## src/rtl/chain_timer_ctrl_if.sv

```systemverilog
// chain_timer_ctrl_if: host control strobes and count/status readout of the chain timer.
interface chain_timer_ctrl_if #(parameter int W = 6);
    logic         start;
    logic         stop;
    logic         clear;
    logic         set_en;
    logic [1:0]   set_sel;
    logic [W-1:0] set_val;
    logic [W-1:0] cnt0;
    logic [W-1:0] cnt1;
    logic [W-1:0] cnt2;
    logic [1:0]   state;
    logic         tick;
    logic         wrap;
    logic         alarm_hit;
    modport master (
        output start, stop, clear, set_en, set_sel, set_val,
        input  cnt0, cnt1, cnt2, state, tick, wrap, alarm_hit
    );
    modport slave (
        input  start, stop, clear, set_en, set_sel, set_val,
        output cnt0, cnt1, cnt2, state, tick, wrap, alarm_hit
    );
endinterface

```

## src/rtl/chain_timer_ctrl.sv

```systemverilog
// chain_timer_ctrl: run/pause/idle sequencer, tick prescaler and three-stage rollover chain.
// Optional alarm compare enabled by defining CHAIN_TIMER_ALARM_EN.
module chain_timer_ctrl #(
    parameter int CLK_DIV = 4,
    parameter int W       = 6,
    parameter int REF0    = 59,
    parameter int REF1    = 59,
    parameter int REF2    = 23
) (
    input logic               clk,
    input logic               rst,
    chain_timer_ctrl_if.slave bus
);
    localparam int DW = $clog2(CLK_DIV);
    typedef enum logic [1:0] {IDLE = 2'b00, RUN = 2'b01, PAUSE = 2'b10} state_t;
    if (CLK_DIV < 2 || REF0 >= 2**W || REF1 >= 2**W || REF2 >= 2**W) begin : g_bad_cfg
        $error("chain_timer_ctrl: CLK_DIV must be >= 2 and every REFn < 2**W");
    end
    state_t       state_q, state_d;
    logic [DW-1:0] div_q, div_d;
    logic [W-1:0] cnt0_q, cnt0_d, cnt1_q, cnt1_d, cnt2_q, cnt2_d;
    logic         tick_q, tick_d, wrap_q, wrap_d, alarm_hit_q, alarm_hit_d;
    logic         c0, c1, c2, preload;
    assign c0 = cnt0_q == W'(REF0);
    assign c1 = cnt1_q == W'(REF1);
    assign c2 = cnt2_q == W'(REF2);
    // Preloads only land when no higher-priority command claims the edge.
    assign preload = !bus.clear && !bus.stop && !bus.start && state_q != RUN && bus.set_en;
    always_comb begin
        state_d = state_q;
        div_d   = div_q;
        cnt0_d  = cnt0_q;
        cnt1_d  = cnt1_q;
        cnt2_d  = cnt2_q;
        tick_d  = 1'b0;
        wrap_d  = 1'b0;
        if (bus.clear) begin
            state_d = IDLE;
            div_d   = '0;
            cnt0_d  = '0;
            cnt1_d  = '0;
            cnt2_d  = '0;
        end else if (bus.stop) begin
            state_d = state_q == RUN ? PAUSE : IDLE;
            div_d   = state_q == RUN ? div_q : '0;
        end else if (state_q == RUN) begin
            tick_d = div_q == DW'(CLK_DIV - 1);
            div_d  = tick_d ? '0 : div_q + 1'b1;
            cnt0_d = tick_d ? (c0 ? '0 : cnt0_q + 1'b1) : cnt0_q;
            cnt1_d = tick_d && c0 ? (c1 ? '0 : cnt1_q + 1'b1) : cnt1_q;
            cnt2_d = tick_d && c0 && c1 ? (c2 ? '0 : cnt2_q + 1'b1) : cnt2_q;
            wrap_d = tick_d && c0 && c1 && c2;
        end else if (bus.start) begin
            state_d = RUN;
        end else if (preload) begin
            cnt0_d = bus.set_sel == 2'd0 ? (bus.set_val > W'(REF0) ? W'(REF0) : bus.set_val) : cnt0_q;
            cnt1_d = bus.set_sel == 2'd1 ? (bus.set_val > W'(REF1) ? W'(REF1) : bus.set_val) : cnt1_q;
            cnt2_d = bus.set_sel == 2'd2 ? (bus.set_val > W'(REF2) ? W'(REF2) : bus.set_val) : cnt2_q;
        end
    end
`ifdef CHAIN_TIMER_ALARM_EN
    logic [W-1:0] al0_q, al0_d, al1_q, al1_d, al2_q, al2_d;
    logic [1:0]   ptr_q, ptr_d;
    logic         al_we;
    assign al_we = preload && bus.set_sel == 2'd3;
    always_comb begin
        al0_d = al_we && ptr_q == 2'd0 ? bus.set_val : al0_q;
        al1_d = al_we && ptr_q == 2'd1 ? bus.set_val : al1_q;
        al2_d = al_we && ptr_q == 2'd2 ? bus.set_val : al2_q;
        ptr_d = al_we ? (ptr_q == 2'd2 ? 2'd0 : ptr_q + 2'd1) : ptr_q;
    end
    always_ff @(posedge clk) begin
        if (rst) begin
            al0_q <= '0;
            al1_q <= '0;
            al2_q <= '0;
            ptr_q <= '0;
        end else begin
            al0_q <= al0_d;
            al1_q <= al1_d;
            al2_q <= al2_d;
            ptr_q <= ptr_d;
        end
    end
    assign alarm_hit_d = tick_d && {cnt2_d, cnt1_d, cnt0_d} == {al2_q, al1_q, al0_q};
`else
    assign alarm_hit_d = 1'b0;
`endif
    always_ff @(posedge clk) begin
        if (rst) begin
            state_q     <= IDLE;
            div_q       <= '0;
            cnt0_q      <= '0;
            cnt1_q      <= '0;
            cnt2_q      <= '0;
            tick_q      <= 1'b0;
            wrap_q      <= 1'b0;
            alarm_hit_q <= 1'b0;
        end else begin
            state_q     <= state_d;
            div_q       <= div_d;
            cnt0_q      <= cnt0_d;
            cnt1_q      <= cnt1_d;
            cnt2_q      <= cnt2_d;
            tick_q      <= tick_d;
            wrap_q      <= wrap_d;
            alarm_hit_q <= alarm_hit_d;
        end
    end
    assign bus.cnt0      = cnt0_q;
    assign bus.cnt1      = cnt1_q;
    assign bus.cnt2      = cnt2_q;
    assign bus.state     = state_q;
    assign bus.tick      = tick_q;
    assign bus.wrap      = wrap_q;
    assign bus.alarm_hit = alarm_hit_q;
endmodule

```

## src/flat_wrapper.sv

```systemverilog
// flat-port wrapper written by rule: the top's interface ports become plain ports
module chain_timer_ctrl_flat 
#(
    parameter int CLK_DIV = 4,
    parameter int W       = 6,
    parameter int REF0    = 59,
    parameter int REF1    = 59,
    parameter int REF2    = 23
)
  (clk, rst, bus_start, bus_stop, bus_clear, bus_set_en, bus_set_sel, bus_set_val, bus_cnt0, bus_cnt1, bus_cnt2, bus_state, bus_tick, bus_wrap, bus_alarm_hit);
  chain_timer_ctrl_if #(.W(W)) bus_i ();
  input logic clk;
  input logic rst;
  input wire logic [$bits(bus_i.start)-1:0] bus_start;
  input wire logic [$bits(bus_i.stop)-1:0] bus_stop;
  input wire logic [$bits(bus_i.clear)-1:0] bus_clear;
  input wire logic [$bits(bus_i.set_en)-1:0] bus_set_en;
  input wire logic [$bits(bus_i.set_sel)-1:0] bus_set_sel;
  input wire logic [$bits(bus_i.set_val)-1:0] bus_set_val;
  output wire logic [$bits(bus_i.cnt0)-1:0] bus_cnt0;
  output wire logic [$bits(bus_i.cnt1)-1:0] bus_cnt1;
  output wire logic [$bits(bus_i.cnt2)-1:0] bus_cnt2;
  output wire logic [$bits(bus_i.state)-1:0] bus_state;
  output wire logic [$bits(bus_i.tick)-1:0] bus_tick;
  output wire logic [$bits(bus_i.wrap)-1:0] bus_wrap;
  output wire logic [$bits(bus_i.alarm_hit)-1:0] bus_alarm_hit;
  assign bus_i.start = bus_start;
  assign bus_i.stop = bus_stop;
  assign bus_i.clear = bus_clear;
  assign bus_i.set_en = bus_set_en;
  assign bus_i.set_sel = bus_set_sel;
  assign bus_i.set_val = bus_set_val;
  assign bus_cnt0 = bus_i.cnt0;
  assign bus_cnt1 = bus_i.cnt1;
  assign bus_cnt2 = bus_i.cnt2;
  assign bus_state = bus_i.state;
  assign bus_tick = bus_i.tick;
  assign bus_wrap = bus_i.wrap;
  assign bus_alarm_hit = bus_i.alarm_hit;
  chain_timer_ctrl #(.CLK_DIV(CLK_DIV), .W(W), .REF0(REF0), .REF1(REF1), .REF2(REF2)) u_core (.clk(clk), .rst(rst), .bus(bus_i));
endmodule
```

## config.mk

```make
export PLATFORM = sky130hd
export DESIGN_NAME = chain_timer_ctrl_flat
export DESIGN_NICKNAME = d
export VERILOG_FILES = /design/src/rtl/chain_timer_ctrl_if.sv /design/src/rtl/chain_timer_ctrl.sv /design/src/flat_wrapper.sv
export SDC_FILE = /design/constraint.sdc
export NUM_CORES = 1
export LEC_CHECK = 0
export BUFFER_PORTS_ARGS = -buffer_cell sky130_fd_sc_hd__buf_2
export CAP_MARGIN = 10
export CORE_AREA = 2 2 82 84
export CTS_CLUSTER_DIAMETER = 100
export DETAILED_ROUTE_END_ITERATION = 12
export DIE_AREA = 0 0 84 86
export PLACE_DENSITY = 0.43
export SETUP_SLACK_MARGIN = 0.5
export SLEW_MARGIN = 20
export SYNTH_ARGS = -nofsm -noshare
export SYNTH_HDL_FRONTEND = slang
export SYNTH_SLANG_ARGS = --single-unit
```

## constraint.sdc

```tcl
create_clock -name clk -period 2 [get_ports clk]
set_input_delay 0.2 -clock clk [delete_from_list [all_inputs] [get_ports clk]]
set_output_delay 0.2 -clock clk [all_outputs]
set_load 0.05 [all_outputs]
```

### Word-level counts from Yosys, hierarchy flattened

Index checks and enable logic that the tools add are counted.

| word-level totals | value |
|---|---|
| input bits | 14 |
| register bits after elaboration | 24 |
| logic and storage cells | 81 |
| output and inout port bits | 23 |

| cells by class | value |
|---|---|
| bitwise gates (word level) | 2 |
| muxes and demuxes | 28 |
| equality and inequality tests | 14 |
| magnitude comparators | 2 |
| add/sub/neg operators | 4 |
| reduce and logical (&&, ||, !) cells | 24 |

Operators with widths:

| cell | number |
|---|---|
| $mux 6 | 20 |
| $add 6x1->6 const B | 3 |
| $mux 2 | 8 |
| $reduce_and 5->1 | 3 |
| $eq 6x6->1 const B | 2 |
| $reduce_bool 2->1 | 6 |
| $ne 2x2->1 const B | 5 |
| $logic_and 1x1->1 | 7 |
| $eq 6x5->1 const B | 1 |
| $gt 6x5->1 const B | 1 |
| $gt 6x6->1 const B | 1 |
| $eq 2x1->1 const B | 2 |
| $eq 2x2->1 const B | 2 |
| $ne 2x1->1 const B | 2 |
| $reduce_and 2->1 | 2 |
| $reduce_or 4->1 | 1 |
| $logic_not 1->1 | 3 |
| $add 2x1->2 const B | 1 |
| $logic_not 2->1 | 1 |
| $not 1->1 | 2 |
| $reduce_or 2->1 | 1 |

### Longest topological paths before layout

| logic depth | value |
|---|---|
| depth after elaboration | 8 |
| depth in mapped cells | 8 |
| depth with buffers taken out | 6 |

### Least setup slack after synthesis

Ideal clock, no wire load.

| timing path | value |
|---|---|
| kind | register to register |
| from | register u_core.cnt0_q[0] (netlist: u_core.bus.cnt0[0]) |
| to | register u_core.cnt2_q[2] (netlist: u_core.bus.cnt2[2]) |
| cell stages (with the launch flop) | 6 |
| slack | -0.014 ns |
| arrival | 1.895 ns |
| library setup time | 0.119 ns |
| buffers on the path | 0 |
| path through | dfxtp_1 -> ha_1 -> nand4b_1 -> nor4_2 -> o21ai_2 -> o221a_2 |

| between the ends | value |
|---|---|
| word-level cells in the longest chain between the ends | 5 |

Ends and longest elaborated chain:

| element | RTL line | RTL |
|---|---|---|
| start: declaration | chain_timer_ctrl.sv:21 | `logic [W-1:0] cnt0_q, cnt0_d, cnt1_q, cnt1_d, cnt2_q, cnt2_d;` |
| start signal: assignment | chain_timer_ctrl.sv:102 | `cnt0_q <= cnt0_d;` |
| $eq 6x6->1 | chain_timer_ctrl.sv:24 | `assign c0 = cnt0_q == W'(REF0);` |
| $logic_and 1x1->1 (2 in a row) | chain_timer_ctrl.sv:51 | `cnt2_d = tick_d && c0 && c1 ? (c2 ? '0 : cnt2_q + 1'b1) : cnt2_q;` |
| $ne 2x2->1 (no source line) | n/a |  |
| $reduce_and 5->1 (no source line) | n/a |  |
| end signal: assignment | chain_timer_ctrl.sv:104 | `cnt2_q <= cnt2_d;` |
| end: declaration | chain_timer_ctrl.sv:21 |  |

No other way between the ends.
A chain may end at the register's enable or synchronous reset.

### Worst setup path after layout

| timing path | value |
|---|---|
| from | register u_core.state_q[1] (netlist: u_core.bus.state[1]) |
| to | register u_core.cnt0_q[3] (netlist: u_core.bus.cnt0[3]) |

| between the ends | value |
|---|---|
| word-level cells in the longest chain between the ends | 5 |
| elaborated cells on any way between the ends | 10 |

Ends and longest elaborated chain:

| element | RTL line | RTL |
|---|---|---|
| start: declaration | chain_timer_ctrl.sv:19 | `state_t state_q, state_d;` |
| start signal: assignment | chain_timer_ctrl.sv:100 | `state_q <= state_d;` |
| $ne 2x1->1 | chain_timer_ctrl.sv:28 | `assign preload = !bus.clear && !bus.stop && !bus.start && state_q != RUN && bus.set_en;` |
| $logic_and 1x1->1 (2 in a row) | chain_timer_ctrl.sv:28 |  |
| $reduce_bool 2->1 (no source line) | n/a |  |
| $reduce_and 5->1 (no source line) | n/a |  |

Parallel ways exist; a longest one is shown, timed or not.

==> run summary <==
post-route cell area = 2328 sq um
clock root buffer = clkbuf_8
GRT Total Usage = 0.1390
fraction of registers with async set/reset = 0
Reg power frac = 0.436
FF-to-FF setup slack = 0.37 ns
internal power = 0.0008088 W
commonest register cell after synthesis = dfxtp_1
Critical Path Source = u_core.bus.state[1]
most common library cells after synthesis = 25 x nor2_1, 24 x dfxtp_1, 19 x nand2_1
Fmax = 612.6 MHz
DPL Wire Length = 3353 um
initial antenna violation count = 0
RSZ-0062 raised after global routing = yes
CTS max path bufs = 2
area growth from synthesis to layout = 52.67%
Seq/Total Area, Yosys = 0.3150
Synth area leaders = dfxtp_1 32%, nor2_1 6.2%, o21ai_0 5.9%, ha_1 4.9%, nand2_1 4.7%
Yosys reg bits = 24
clock transition at the registers of the reported paths = 0.10 ns
CTS tree = built
Post-CTS Hold Buffers = 0
Hold Path Class = input port to flip-flop
Post-synth EDFFs = 0
share of cells above drive strength 1 = 0.5216
area leader, netlist = dfxtp_1
vias per cell = 5.003
combinational power share = 0.149
Unique masters post-synth = 55
Ports = 37
RR Startpoint = u_core.bus.state[1]
Num CTS Buffers = 3
Setup CP Type = flip-flop to flip-flop
kind of launch point of the worst setup path = flip-flop
Ant. Diodes = 0
Die H = 86 um
r2r endpoint = u_core.bus.cnt0[3]
final worst path period share = 0.8162
largest net degree at the start of global routing = 18
Final Hold Vio Count = 0
area of the die = 7224 sq um
top-count cell post-synth = nor2_1
Syn Area/Cell = 8.027 sq um
crit-path max FO = 7
share of the synthesized area in the top cell type = 0.3150
power per cell area = 471.1 nW/um^2
Slew Limit Fails = 0
endpoint type of the worst setup path = flip-flop
Final ANT Viol Nets = 0
Pre-antenna DRT Iters = 4
WP data required = 2.18 ns
floorplan core area = 6277 sq um
via count = 1661
dpl cells = 298
clk_lat worst skew = 0.27 ns
Max-Cap Viols = 0
DRC viols = 0
Final TNS setup = 0 ns
htree depth = 1
P_sw = 0.0002882 W
Syn Nets = 210
Mapped Cells = 190
Sw Share = 0.2627
arrival time of the worst setup path = 1.81 ns
Total Wirelength = 5049 um
Sink Count = 24
IO buf count = 35
synthesized area = 1525 sq um
Layout Nets = 276
die width = 84 um
first-pass GRT wire length = 8155 um
Worst R2R Path Depth = 7
Leak = 0.9286 nW
row count = 29
Iter 0 DRT Violations = 54
fin cells = 332
clock share of power = 0.415
Initial Util = 0.2430
Peak supply drop = 0.0002234 V
GRT overflow = 0
min Tclk post-route = 1.632 ns
clk_skew = 0.002692 ns
final setup vio count = 0
status = finished clean
WL per Instance = 15.21 um
Critical path destination = u_core.bus.cnt0[3]
synth warn = 0
vias in the first global route = 1657
dpl cell area = 1824 sq um
Placer Congestion = 0.7626
==> through the flow <==
stage / power [W] / setup WS, ns / util / hold slack, ns
final: 0.001097 / 0.3677 / 0.3709 / 0.2376
after global routing: 0.001132 / 0.2795 / 0.3709 / 0.2639
after CTS: 0.001088 / 0.3768 / 0.3452 / 0.2362
after detailed placement: 0.0006134 / 0.1948 / 0.2906 / 0.4895
after global placement: 0.0006150 / 0.1970 / 0.2906 / 0.4864
after floorplan: 0.0005717 / 0.3098 / - / 0.2876
==> sequential cells by signal, indices dropped and copies added (netlist names) <==
name              count
u_core.bus.cnt1       6
u_core.bus.cnt2       6
u_core.bus.state      2
u_core.bus.tick       1
u_core.div_q          2
u_core.bus.cnt0       6
u_core.bus.wrap       1
==> critical path, cell delays in order (launching register included) <==
cell	delay [ns]
dfxtp_4	0.37
nand2b_4	0.18
inv_6	0.06
or3_4	0.34
a21boi_4	0.20
buf_4	0.15
o21ai_2	0.04
a31o_1	0.21
==> power by group through the flow <==
stage | Clock (W) | Sequential [W] | Combinational [W]
global placement | 0 | 0.000489 | 0.000126
CTS | 0.000464 | 0.000478 | 0.000145
floorplan | 0 | 0.000496 | 0.0000754
global route | 0.000475 | 0.000480 | 0.000178
detailed placement | 0 | 0.000489 | 0.000125
finish | 0.000455 | 0.000479 | 0.000163
==> logic make-up after synthesis <==
family / after synthesis / synth area share
AO/OA/AOI/OAI: 61 / 0.2822
XOR/XNOR: 1 / 0.005743
other: 1 / 0.002459
AND/OR/NAND/NOR: 79 / 0.2666
buffers and inverters: 16 / 0.06563
multiplexers: 2 / 0.01313
adder cells (fa/ha/maj): 6 / 0.04922
flip-flops: 24 / 0.3150
==> what timing repair did <==
| action | 4_1_cts | 5_1_grt |
|---|---|---|
| setup buffers | 23 | 6 |
| hold endpoints to repair | 0 | 0 |
| setup endpoints to repair | 19 | 19 |
| gates resized for setup | 24 | 34 |
| pin swaps | 10 | 9 |
| cloned | 1 | 0 |
==> routing by layer <==
| layer | global-route usage | part of all wire |
|---|---|---|
| met3 | 0.02599 | 0.025 |
| met1 | 0.1810 | 0.48 |
| met4 | 0.04545 | 0.0048 |
| met2 | 0.2327 | 0.49 |
| met5 | 0 | 0 |
==> layout by cell type (no fill, tap or decap), drive strengths merged, types with 2 or more instances in the layout <==
cell	n
dfxtp	24
nand3	6
a21oi	11
ha	6
or2	2
inv	8
nor3	6
nand2	19
mux2i	2
nand4	2
o41ai	2
o32ai	3
o21ai	22
a31oi	4
clkbuf	3
nor4	2
nand4b	3
nor2	25
o21a	2
and3	4
a21boi	3
o211ai	2
o31a	3
buf	68
a31o	2
nand2b	2
==> layout make-up <==
| class | count | area [sq um] |
|---|---|---|
| flip-flops and latches | 24 | 518.0 |
| inverters | 8 | 35.03 |
| clock buffers | 3 | 41.29 |
| fillers | 671 | 3949 |
| multi-input cells | 151 | 1146 |
| repair buffers | 68 | 461.7 |
| clock inverters | 1 | 30.03 |
| well taps | 77 | 96.34 |
==> worst min-delay path by stage <==
| stage | start | to | cells past startpoint |
|---|---|---|---|
| after floorplan | bus_stop | u_core.bus.tick | 1 |
| after global placement | u_core.bus.cnt1[4] | u_core.bus.cnt1[4] | 2 |
| after detailed placement | u_core.bus.cnt0[2] | u_core.bus.cnt0[2] | 2 |
| after CTS | bus_stop | u_core.bus.state[0] | 2 |
| after global routing | bus_stop | u_core.bus.state[0] | 2 |
| final | bus_stop | u_core.bus.state[0] | 2 |
No activity file was read; power rests on OpenSTA's default activity.
